**config.mk**
```make
export PLATFORM = sky130hd
export DESIGN_NAME = countdown_mmss
export DESIGN_NICKNAME = d
export VERILOG_FILES = /design/src/rtl/countdown_mmss.sv
export SDC_FILE = /design/constraint.sdc
export NUM_CORES = 1
export LEC_CHECK = 0
export BUFFER_PORTS_ARGS = -buffer_cell sky130_fd_sc_hd__buf_2
export CORE_MARGIN = 2
export CORE_UTILIZATION = 59
export CTS_CLUSTER_SIZE = 12
export DETAILED_ROUTE_END_ITERATION = 10
export PLACE_DENSITY = 0.85
export SLEW_MARGIN = 20
export SYNTH_ARGS = -nofsm -noshare
export SYNTH_HDL_FRONTEND = slang
export SYNTH_SLANG_ARGS = --single-unit
```
**constraint.sdc**
```tcl
create_clock -name clk -period 4.56 [get_ports clk]
set_clock_uncertainty 0.2 [all_clocks]
set_input_delay 0.228 -clock clk [delete_from_list [all_inputs] [get_ports clk]]
set_output_delay 0.228 -clock clk [all_outputs]
set_load 0.01 [all_outputs]
```
**src/rtl/countdown_mmss.sv**
```systemverilog
// countdown_mmss: BCD MM:SS countdown timer.
// Loads a packed-BCD preset, counts down once per 1 Hz tick enable while
// running, pulses BO when seconds wrap 00->59, and holds alarm high in DONE
// for ALARM_TICKS ticks before returning to IDLE. All outputs are registered.
module countdown_mmss #(
   parameter int ALARM_TICKS = 10
) (
   input  logic       clk,
   input  logic       rst,
   input  logic       tick,
   input  logic       load,
   input  logic [7:0] set_min,
   input  logic [7:0] set_sec,
   input  logic       start,
   input  logic       stop,
   output logic [7:0] min,
   output logic [7:0] sec,
   output logic       running,
   output logic       BO,
   output logic       alarm,
   output logic       err
);

   typedef enum logic [1:0] {
      IDLE  = 2'd0,
      RUN   = 2'd1,
      PAUSE = 2'd2,
      DONE  = 2'd3
   } state_t;

   // Terminal value of the alarm tick counter (counter runs 0..ALARM_TICKS-1).
   localparam logic [7:0] ALARM_LAST = 8'(ALARM_TICKS - 1);

   state_t     state;
   logic [7:0] alarm_cnt;

   logic       preset_ok;
   logic       value_zero;
   logic       sec_zero;
   logic [7:0] sec_nxt;
   logic [7:0] min_nxt;
   logic       nxt_zero;

   // A packed-BCD 00..59 field: units nibble 0..9, tens nibble 0..5.
   function automatic logic bcd_ok(input logic [7:0] v);
      return (v[7:4] <= 4'd5) && (v[3:0] <= 4'd9);
   endfunction

   // One-step BCD decrement of a two-digit field; caller guarantees v != 00.
   function automatic logic [7:0] bcd_dec(input logic [7:0] v);
      logic [7:0] r;
      if (v[3:0] == 4'd0) begin
         r = {v[7:4] - 4'd1, 4'd9};
      end else begin
         r = {v[7:4], v[3:0] - 4'd1};
      end
      return r;
   endfunction

   // Decode of the preset and of the value one second below the current one.
   always_comb begin
      preset_ok  = bcd_ok(set_min) && bcd_ok(set_sec);
      value_zero = (min == 8'h00) && (sec == 8'h00);
      sec_zero   = (sec == 8'h00);
      sec_nxt    = sec_zero ? 8'h59 : bcd_dec(sec);
      min_nxt    = sec_zero ? bcd_dec(min) : min;
      nxt_zero   = (min_nxt == 8'h00) && (sec_nxt == 8'h00);
   end

   // Timer state machine: command priority load > stop > start > tick.
   always_ff @(posedge clk or posedge rst) begin
      if (rst) begin
         state     <= IDLE;
         min       <= 8'h00;
         sec       <= 8'h00;
         running   <= 1'b0;
         BO        <= 1'b0;
         alarm     <= 1'b0;
         err       <= 1'b0;
         alarm_cnt <= 8'd0;
      end else begin
         BO  <= 1'b0;
         err <= 1'b0;
         if (load) begin
            if (preset_ok) begin
               min       <= set_min;
               sec       <= set_sec;
               state     <= IDLE;
               running   <= 1'b0;
               alarm     <= 1'b0;
               alarm_cnt <= 8'd0;
            end else begin
               err <= 1'b1;
            end
         end else if (stop) begin
            if (state == RUN) begin
               state   <= PAUSE;
               running <= 1'b0;
            end
         end else if (start) begin
            if (state == IDLE || state == PAUSE) begin
               if (value_zero) begin
                  // Nothing to count: alarm immediately.
                  state     <= DONE;
                  running   <= 1'b0;
                  alarm     <= 1'b1;
                  alarm_cnt <= 8'd0;
               end else begin
                  state   <= RUN;
                  running <= 1'b1;
               end
            end
         end else if (tick) begin
            case (state)
               RUN: begin
                  min <= min_nxt;
                  sec <= sec_nxt;
                  BO  <= sec_zero;
                  if (nxt_zero) begin
                     state     <= DONE;
                     running   <= 1'b0;
                     alarm     <= 1'b1;
                     alarm_cnt <= 8'd0;
                  end
               end
               DONE: begin
                  if (alarm_cnt == ALARM_LAST) begin
                     state     <= IDLE;
                     alarm     <= 1'b0;
                     alarm_cnt <= 8'd0;
                  end else begin
                     alarm_cnt <= alarm_cnt + 8'd1;
                  end
               end
               default: begin
                  // IDLE and PAUSE ignore ticks.
               end
            endcase
         end
      end
   end

endmodule
```
==> results of run 1 <==
-- worst reg2reg max path, stage by stage (launching register included) --
cell and delay, ps:
dfrtp_1 430, inv_1 120, ha_1 230, or4b_4 520, nand4b_4 210, a2111oi_4 560, o22a_1 470, mux2_4 330
-- sequential cells by signal, summed over array words and instances, names as in the netlist --
| signal | count |
|---|---|
| alarm | 1 |
| min | 8 |
| BO | 1 |
| state | 2 |
| err | 1 |
| running | 1 |
| alarm_cnt | 8 |
| sec | 8 |
-- layout by cell type, fill, tap and decap left out, types with 3 or more instances in the layout --
cell and count:
buf_2 41, a21oi_1 14, or4_1 3, nor2b_1 3
or2_2 3, nor4b_1 3, and3_1 4, nor2_1 20
nand2_1 22, nand3_1 6, ha_1 5, o2bb2ai_1 3
o221ai_1 8, o21ai_0 22, nand4_1 3, nor3_1 13
clkbuf_4 5, inv_1 11, nor4_1 6, o22a_1 3
a22o_1 8, dlygate4sd3_1 6, dfrtp_1 30
-- cells by family (layout without fill, tap and decap cells) --
kind of cell	Yosys count	in the layout	synth area share
and+or+nand+nor	97	97	0.257
AOI/OAI and AO/OA	78	78	0.268
DFF	30	30	0.362
buffers and inverters	25	68	0.0489
adders and majority gates	5	5	0.0302
muxes	5	5	0.0296
xor gates and xnor gates	1	1	0.00423
-- power by group through the flow --
stage	sequential [mW]	clock (mW)	combinational [mW]
after CTS	0.431	0.175	0.353
after global placement	0.433	0	0.342
after detailed placement	0.437	0	0.347
after global routing	0.444	0.189	0.397
final	0.433	0.171	0.353
after floorplan	0.442	0	0.214
-- repair_timing --
action,in CTS,in global routing
setup buffers,0,0
hold buffers,6,0
hold endpoints to repair,35,0
-- metal layers --
layer	up-vias	part of all wire	track usage
met5	-	0	0
met4	0	0.011	0.0870
met3	8	0.058	0.0518
met2	57	0.47	0.408
met1	987	0.47	0.395
li1	996	-	-
-- path summary, 6_finish.rpt --
kind | endpoint | slack, ps | cells past startpoint
min in group asynchronous | alarm_cnt[6] | 300 | 4
max in group asynchronous | min[2] | 3570 | 4
hold / removal | sec[2] | 3 | 3
setup reg to reg | alarm_cnt[0] | 1380 | 7
hold reg to reg | alarm | 310 | 1
setup / recovery | alarm_cnt[0] | 1380 | 7
-- stage by stage --
stage	utilization	setup WS [ps]	hold slack, ps
3_3_place_gp	0.681	1510	122
2_1_floorplan	-	1680	119
5_1_grt	0.717	1230	25.8
4_1_cts	0.717	1400	2.49
3_5_place_dp	0.681	1410	130
6_report	0.717	1380	3.23
-- cell type report --
cell class / instances / area share
clock buffers: 7 / 0.0228
clock inverters: 1 / 0.00208
inverters: 11 / 0.0171
multi-input cells: 186 / 0.506
flip-flops and latches: 30 / 0.312
well taps: 46 / 0.0239
repair buffers: 49 / 0.116
==> results.sh, run 1 <==
export IMPL_run_status="completed"
export IMPL_setup_viol=0
export IMPL_drtIter0Drc=230
export IMPL_crit_fanout=8
export IMPL_path_delay_family="compound AO/OA/AOI/OAI gates"
export IMPL_end_kind="register"
export IMPL_worstMarginPinSlew_ps=837
export IMPL_cp_data_required_time_ps=4590
export IMPL_seq_area_sq_um=751
export IMPL_wl_microns=5050
export IMPL_synth_edff_count=0
export IMPL_cts_tree="yes"
export IMPL_clk_pin_slew_ps=100
export IMPL_min_path_type="in -> reg"
export IMPL_critPathSlowestCell="a2111oi_4"
export IMPL_setup_tns_ps=0
export IMPL_min_delay_start="set_sec[2]"
export IMPL_period_needed_ps=3180
export IMPL_combPwrFrac=0.369
export IMPL_fillers=268
export IMPL_dp_hpwl_microns=3550
export IMPL_syn_nets=268
export IMPL_clockRootBuffer="clkbuf_4"
export IMPL_die_area_sq_mm=0.00400
export IMPL_multi_input_area_sq_mm=0.00122
export IMPL_layout_nets=310
export IMPL_wire_per_inst_microns=15.3
export IMPL_drt_pass1_iter_count=4
export IMPL_ant_nets=0
export IMPL_synthDistinctLibCells=50
export IMPL_path_cells="inv_1, ha_1, or4b_4, nand4b_4, a2111oi_4, o22a_1, mux2_4"
export IMPL_synth_main_ff_cell="dfrtp_1"
export IMPL_arrival_ps=3210
export IMPL_yosysWarnings=0
export IMPL_ios=42
export IMPL_final_period_utilization=0.698
export IMPL_place_area_sq_mm=0.00229
export IMPL_yosysMostFrequentCell="dfrtp_1"
export IMPL_num_vias=2048
export IMPL_areaGrowthSynthToFinish_pct=16.3
export IMPL_syn_area_sq_mm=0.00207
export IMPL_async_flop_share=1.00
export IMPL_die_width_microns=63.3
export IMPL_num_rows=21
export IMPL_switching_share=0.409
export IMPL_cpPeakStageDelay_ps=560
export IMPL_synthTopCellsByArea="dfrtp_1 36%, o21ai_0 5.3%, nand2_1 4.0%"
export IMPL_switching_power_mw=0.392
export IMPL_layoutNonFillerInstCount=330
export IMPL_p_per_area_mw_per_mm2=397
export IMPL_p_leak_nw=1.04
export IMPL_internal_power_mw=0.565
export IMPL_critPathBufInv=1
export IMPL_port_buffers=41
export IMPL_finalPower_mw=0.957
export IMPL_grt_total_usage=0.272
export IMPL_seqPwrFrac=0.452
export IMPL_critPathKind="reg -> reg"
export IMPL_grt_pass1_wl_microns=8720
export IMPL_synth_commonest_cells="30 x dfrtp_1, 22 x nand2_1, 22 x o21ai_0, 20 x nor2_1, 14 x a21oi_1"
export IMPL_drive_gt1_frac=0.211
export IMPL_r2r_start="sec[4]"
export IMPL_slew_viol_final=0
export IMPL_place_gp_congestion=0.871
export IMPL_grt_overflow=0
export IMPL_cts_max_path_buffers=2
export IMPL_viasPerCell=6.21
export IMPL_p_clk_frac=0.179
export IMPL_die_h_microns=63.3
export IMPL_insertion_delay_ps=340
export IMPL_yosysTopAreaCell="dfrtp_1"
export IMPL_ys_seq_area_frac=0.362
export IMPL_drc_errors=0
export IMPL_cp_start_kind="register"
export IMPL_grt_max_degree=40
export IMPL_antennaDiodeCount=0
export IMPL_cts_inserted_buffers=5
export IMPL_syn_inst=241
export IMPL_cts_sinks=30
export IMPL_fin_area_sq_mm=0.00241
export IMPL_max_cap_violations=0
export IMPL_netlist_area_leader_share=0.362
export IMPL_cts_resized=0
export IMPL_synth_area_per_cell_sq_um=8.60
export IMPL_ys_seq_elements=30
export IMPL_timing_fmax_ghz=0.314
export IMPL_hold_violations=0
export IMPL_start_util=0.616
export IMPL_htreeDepth=2
export IMPL_rsz0062_at_grt="false"
export IMPL_placed_cells=316
export IMPL_antenna_found_initial=0
export IMPL_irDropWorstVdd_mv=0.289
export IMPL_grt_pass1_vias=1873
export IMPL_worstSetupStartpoint="sec[4]"
export IMPL_slew_headroom=0.438
export IMPL_coreArea_sq_mm=0.00336
Power figures use the tool's default switching activity.
==> inputs of run 2 (changes only) <==
--- a/config.mk
+++ b/config.mk
@@ -7,10 +7,10 @@
 export LEC_CHECK = 0
 export BUFFER_PORTS_ARGS = -buffer_cell sky130_fd_sc_hd__buf_2
 export CORE_MARGIN = 2
-export CORE_UTILIZATION = 59
+export CORE_UTILIZATION = 55
 export CTS_CLUSTER_SIZE = 12
 export DETAILED_ROUTE_END_ITERATION = 10
-export PLACE_DENSITY = 0.85
+export PLACE_DENSITY = 0.8
 export SLEW_MARGIN = 20
 export SYNTH_ARGS = -nofsm -noshare
 export SYNTH_HDL_FRONTEND = slang
==> constraint.sdc (replaced) <==
create_clock -name clk -period 3.2 [get_ports clk]
set_clock_uncertainty 0.2 [all_clocks]
set_input_delay 0.16 -clock clk [delete_from_list [all_inputs] [get_ports clk]]
set_output_delay 0.16 -clock clk [all_outputs]
set_load 0.01 [all_outputs]
==> results.sh, run 2 (synthesis results as in run 1) <==
export IMPL_p_clk_frac=0.223
export IMPL_layout_nets=313
export IMPL_dr_wl_met3_microns=330
export IMPL_grt_total_usage=0.266
export IMPL_cp_start_kind="register"
export IMPL_die_width_microns=65.4
export IMPL_grt_pass1_wl_microns=8640
export IMPL_internal_power_mw=0.874
export IMPL_hold_violations=0
export IMPL_final_period_utilization=0.870
export IMPL_timing_fmax_ghz=0.359
export IMPL_switching_power_mw=0.576
export IMPL_whs_ps=6.72
export IMPL_wire_per_inst_microns=15.8
export IMPL_dp_hpwl_microns=3700
export IMPL_clk_pin_slew_ps=70
export IMPL_slew_viol_final=0
export IMPL_fillers=313
export IMPL_cts_setup_buffers=0
export IMPL_setup_tns_ps=0
export IMPL_die_area_sq_mm=0.00427
export IMPL_combPwrFrac=0.348
export IMPL_cts_sinks=30
export IMPL_top_layer="met4"
export IMPL_period_needed_ps=2780
export IMPL_worstMarginPinSlew_ps=878
export IMPL_drtIter0Drc=235
export IMPL_p_per_area_mw_per_mm2=588
export IMPL_cts_tree="yes"
export IMPL_max_cap_violations=0
export IMPL_coreArea_sq_mm=0.00363
export IMPL_antenna_found_initial=0
export IMPL_ant_nets=0
export IMPL_htreeDepth=2
export IMPL_port_buffers=41
export IMPL_place_gp_congestion=0.901
export IMPL_multi_input_area_sq_mm=0.00122
export IMPL_wl_microns=5290
export IMPL_p_leak_nw=1.07
export IMPL_num_rows=22
export IMPL_drc_errors=0
export IMPL_grt_pass1_vias=1777
export IMPL_grt_overflow=0
export IMPL_seqPwrFrac=0.429
export IMPL_biggestRegsByFlops="alarm_cnt: 8 flops, min: 8 flops, sec: 8 flops"
export IMPL_layout_common_cells="41 x buf_2, 30 x dfrtp_1, 22 x o21ai_0, 22 x nand2_1, 20 x nor2_1"
export IMPL_insertion_delay_ps=280
export IMPL_place_area_sq_mm=0.00232
export IMPL_num_vias=2060
export IMPL_switching_share=0.397
export IMPL_fin_area_sq_mm=0.00247
export IMPL_wl_met2_microns=2410
export IMPL_end_kind="register"
export IMPL_rsz0062_at_grt="false"
export IMPL_cts_max_path_buffers=2
export IMPL_irDropWorstVdd_mv=0.477
export IMPL_viasPerCell=6.15
export IMPL_drt_met1_wl_microns=2470
export IMPL_drt_pass1_iter_count=4
export IMPL_cp_data_required_time_ps=3170
export IMPL_clockRootBuffer="clkbuf_8"
export IMPL_ios=42
export IMPL_run_status="completed"
export IMPL_slew_headroom=0.411
export IMPL_arrival_ps=2760
export IMPL_seq_area_sq_um=751
export IMPL_drive_gt1_frac=0.226
export IMPL_grt_max_degree=39
export IMPL_start_util=0.570
export IMPL_utilization=0.679
export IMPL_setup_viol=0
export IMPL_crit_fanout=5
export IMPL_layout_commonest_cell="buf_2"
export IMPL_min_path_type="in -> reg"
export IMPL_areaGrowthSynthToFinish_pct=19.1
export IMPL_cts_inserted_buffers=5
export IMPL_die_h_microns=65.4
export IMPL_antennaDiodeCount=0
export IMPL_critPathKind="reg -> reg"
-- run 2: changes by cell type in the layout (fill, tap and decap cells not counted) --
| cell | before | now |
|---|---|---|
| clkbuf_4 | 5 | 0 |
| clkbuf_8 | 1 | 6 |
| buf_4 | 2 | 6 |
| clkbuf_1 | 1 | 0 |
| clkinvlp_4 | 0 | 1 |
| dlygate4sd3_1 | 6 | 5 |
-- run 2: repair_timing --
| item | 4_1_cts | 5_1_grt |
|---|---|---|
| resized for setup | 0 | 0 |
| hold endpoints to repair | 34 | 0 |
| hold buffers | 5 | 0 |
-- run 2: final cells by class --
class | count | share of cell area
multi-input cells | 186 | 0.494
clock buffers | 6 | 0.0335
flip-flops and latches | 30 | 0.304
repair buffers | 52 | 0.122
well taps | 48 | 0.0243
inverters | 11 | 0.0167
clock inverters | 2 | 0.00507
-- run 2: path summary, 6_finish.rpt --
path                            slack, ps  cells after the start  startpoint      endpoint
worst max-delay path                  420                      7      sec[4]  alarm_cnt[1]
worst min register to register        320                      1       alarm         alarm
max in group asynchronous            2220                      4         rst        sec[5]
worst min-delay path                    7                      3  set_sec[2]        sec[2]
min in group asynchronous             290                      4         rst  alarm_cnt[2]
worst max register to register        420                      7      sec[4]  alarm_cnt[1]
-- run 2: critical path, cell delays in order, from the launching register on --
cell and delay [ps]:
dfrtp_1 410, inv_1 110, ha_1 230, or4b_4 520
nand4b_4 210, a2111oi_4 410, o22a_1 280, mux2_4 310
-- run 2: power by group through the flow --
stage,Combinational [mW],Clock (mW),Sequential [mW]
6_report,0.505,0.323,0.622
5_1_grt,0.570,0.346,0.639
4_1_cts,0.505,0.329,0.619
3_5_place_dp,0.499,0,0.626
3_3_place_gp,0.494,0,0.622
2_1_floorplan,0.305,0,0.629
-- run 2: metrics by stage --
stage | std cells | worst slack (ps) | power, mW
after floorplan | 241 | 321 | 0.934
after global placement | 322 | 463 | 1.12
after detailed placement | 322 | 408 | 1.12
after CTS | 335 | 406 | 1.45
after global routing | 335 | 271 | 1.56
final | 335 | 417 | 1.45
-- run 2: metal layers --
layer  GRT usage  up-vias
met3      0.0582        7
li1            -     1001
met5           0        -
met4      0.0781        0
met2       0.384       74
met1       0.397      978
==> inputs of run 3 (changes only) <==
--- a/config.mk
+++ b/config.mk
@@ -5,12 +5,12 @@
 export SDC_FILE = /design/constraint.sdc
 export NUM_CORES = 1
 export LEC_CHECK = 0
-export BUFFER_PORTS_ARGS = -buffer_cell sky130_fd_sc_hd__buf_2
 export CORE_MARGIN = 2
-export CORE_UTILIZATION = 55
+export CORE_UTILIZATION = 60
 export CTS_CLUSTER_SIZE = 12
 export DETAILED_ROUTE_END_ITERATION = 10
-export PLACE_DENSITY = 0.8
+export DONT_BUFFER_PORTS = 1
+export PLACE_DENSITY = 0.76
 export SLEW_MARGIN = 20
 export SYNTH_ARGS = -nofsm -noshare
 export SYNTH_HDL_FRONTEND = slang
==> results.sh, run 3 (synthesis results as in run 1) <==
export IMPL_arrival_ps=3050
export IMPL_cts_resized=0
export IMPL_utilization=0.715
export IMPL_clockRootBuffer="clkbuf_4"
export IMPL_layout_common_cells="30 x dfrtp_1, 22 x o21ai_0, 22 x nand2_1, 22 x dlygate4sd3_1, 20 x nor2_1"
export IMPL_path_cells="inv_1, ha_1, or4b_4, nor4b_1, buf_4, nand2_1, mux2i_1, o21ai_0, dlygate4sd3_1"
export IMPL_antenna_found_initial=0
export IMPL_num_rows=21
export IMPL_run_status="completed"
export IMPL_cts_max_path_buffers=2
export IMPL_areaGrowthSynthToFinish_pct=15.1
export IMPL_critPathKind="reg -> reg"
export IMPL_coreArea_sq_mm=0.00334
export IMPL_biggestRegsByFlops="alarm_cnt: 8 flops, min: 8 flops, sec: 8 flops"
export IMPL_crit_fanout=5
export IMPL_drt_pass1_iter_count=5
export IMPL_htreeDepth=2
export IMPL_cts_inserted_buffers=5
export IMPL_worstMarginPinSlew_ps=849
export IMPL_final_period_utilization=0.945
export IMPL_path_delay_family="simple AND/OR/NAND/NOR gates"
export IMPL_rsz0062_at_grt="false"
export IMPL_critPathSlowestCell="dlygate4sd3_1"
export IMPL_layout_nets=290
export IMPL_dr_wl_met3_microns=507
export IMPL_cts_sinks=30
export IMPL_min_delay_start="start"
export IMPL_port_buffers=0
export IMPL_setup_tns_ps=0
export IMPL_critPathBufInv=3
export IMPL_antennaDiodeCount=0
export IMPL_drtIter0Drc=320
export IMPL_viasPerCell=6.72
export IMPL_clk_pin_slew_ps=90
export IMPL_cp_start_kind="register"
export IMPL_drive_gt1_frac=0.0837
export IMPL_fillers=282
export IMPL_max_cap_violations=0
export IMPL_drt_met1_wl_microns=2450
export IMPL_slew_headroom=0.430
export IMPL_p_per_area_mw_per_mm2=545
export IMPL_grt_pass1_wl_microns=9670
export IMPL_die_h_microns=62.8
export IMPL_num_vias=2076
export IMPL_cts_tree="yes"
export IMPL_timing_fmax_ghz=0.331
export IMPL_cpPeakStageDelay_ps=610
export IMPL_wl_met2_microns=2700
export IMPL_r2r_start="sec[5]"
export IMPL_hold_violations=0
export IMPL_period_needed_ps=3020
export IMPL_die_area_sq_mm=0.00394
export IMPL_end_kind="register"
export IMPL_seq_area_sq_um=751
export IMPL_grt_max_degree=35
export IMPL_min_path_type="in -> reg"
export IMPL_drc_errors=0
export IMPL_ios=42
export IMPL_start_util=0.621
export IMPL_setup_viol=0
export IMPL_slew_viol_final=0
export IMPL_worstSetupStartpoint="sec[5]"
export IMPL_top_layer="met4"
export IMPL_place_gp_congestion=0.938
export IMPL_wl_microns=5750
export IMPL_insertion_delay_ps=350
export IMPL_grt_total_usage=0.315
export IMPL_layout_commonest_cell="dfrtp_1"
export IMPL_multi_input_area_sq_mm=0.00122
export IMPL_dp_hpwl_microns=3850
export IMPL_irDropWorstVdd_mv=0.450
export IMPL_wire_per_inst_microns=18.6
export IMPL_grt_overflow=0
export IMPL_ant_nets=0
export IMPL_cp_data_required_time_ps=3230
export IMPL_p_leak_nw=0.950
export IMPL_grt_pass1_vias=1949
export IMPL_die_width_microns=62.8
## run 3: cell types whose count changed in the layout (fill, tap and decap cells not counted), sizes merged
cell,before,now
dlygate4sd3,5,22
clkbuf,6,7
clkinv,1,0
buf,47,7
clkinvlp,1,0
## run 3: repair_timing
item                      CTS  global route
hold buffers               22             1
setup buffers               0             0
hold endpoints to repair   41             1
## run 3: final timing paths
path,end,slack [ps],cells after the start
hold reg to reg,alarm_cnt[7],330,1
hold / removal,alarm,30,3
max in group asynchronous,sec[5],1930,3
setup reg to reg,min[6],180,9
setup / recovery,min[6],180,9
min in group asynchronous,alarm_cnt[6],190,2
## run 3: routing by layer
layer  up-vias  global-route usage
li1        954                   -
met1       992               0.415
met2       117               0.487
met3        13               0.101
met4         0               0.111
met5         -                   0
## run 3: through the flow
| stage | power (mW) | instances | worst slack (ps) | cell area, sq um | hold WS (ps) |
|---|---|---|---|---|---|
| after floorplan | 0.934 | 241 | 321 | 2070 | 50.8 |
| after global placement | 1.02 | 279 | 394 | 2110 | 12.6 |
| after detailed placement | 1.04 | 279 | 336 | 2110 | 42.6 |
| after CTS | 1.28 | 308 | 241 | 2380 | 6.78 |
| after global routing | 1.38 | 309 | 43.8 | 2380 | 24.2 |
| final | 1.30 | 309 | 177 | 2380 | 32.9 |
## run 3: worst register-to-register path, stage by stage (launching register included)
cell	delay (ps)
dfrtp_1	440
inv_1	100
ha_1	210
or4b_4	520
nor4b_1	340
buf_4	200
nand2_1	70
mux2i_1	130
o21ai_0	100
dlygate4sd3_1	610
## run 3: report_power, final
group          switching (mW)  internal (mW)
logic                   0.226          0.191
clock network           0.134         0.0827
registers               0.198          0.469
## run 3: cell type report
class | count | area share
multi-input combinational | 186 | 0.512
sequential | 30 | 0.315
timing repair buffer | 29 | 0.113
tap | 46 | 0.0241
clock buffer | 7 | 0.0189
inverter | 11 | 0.0173
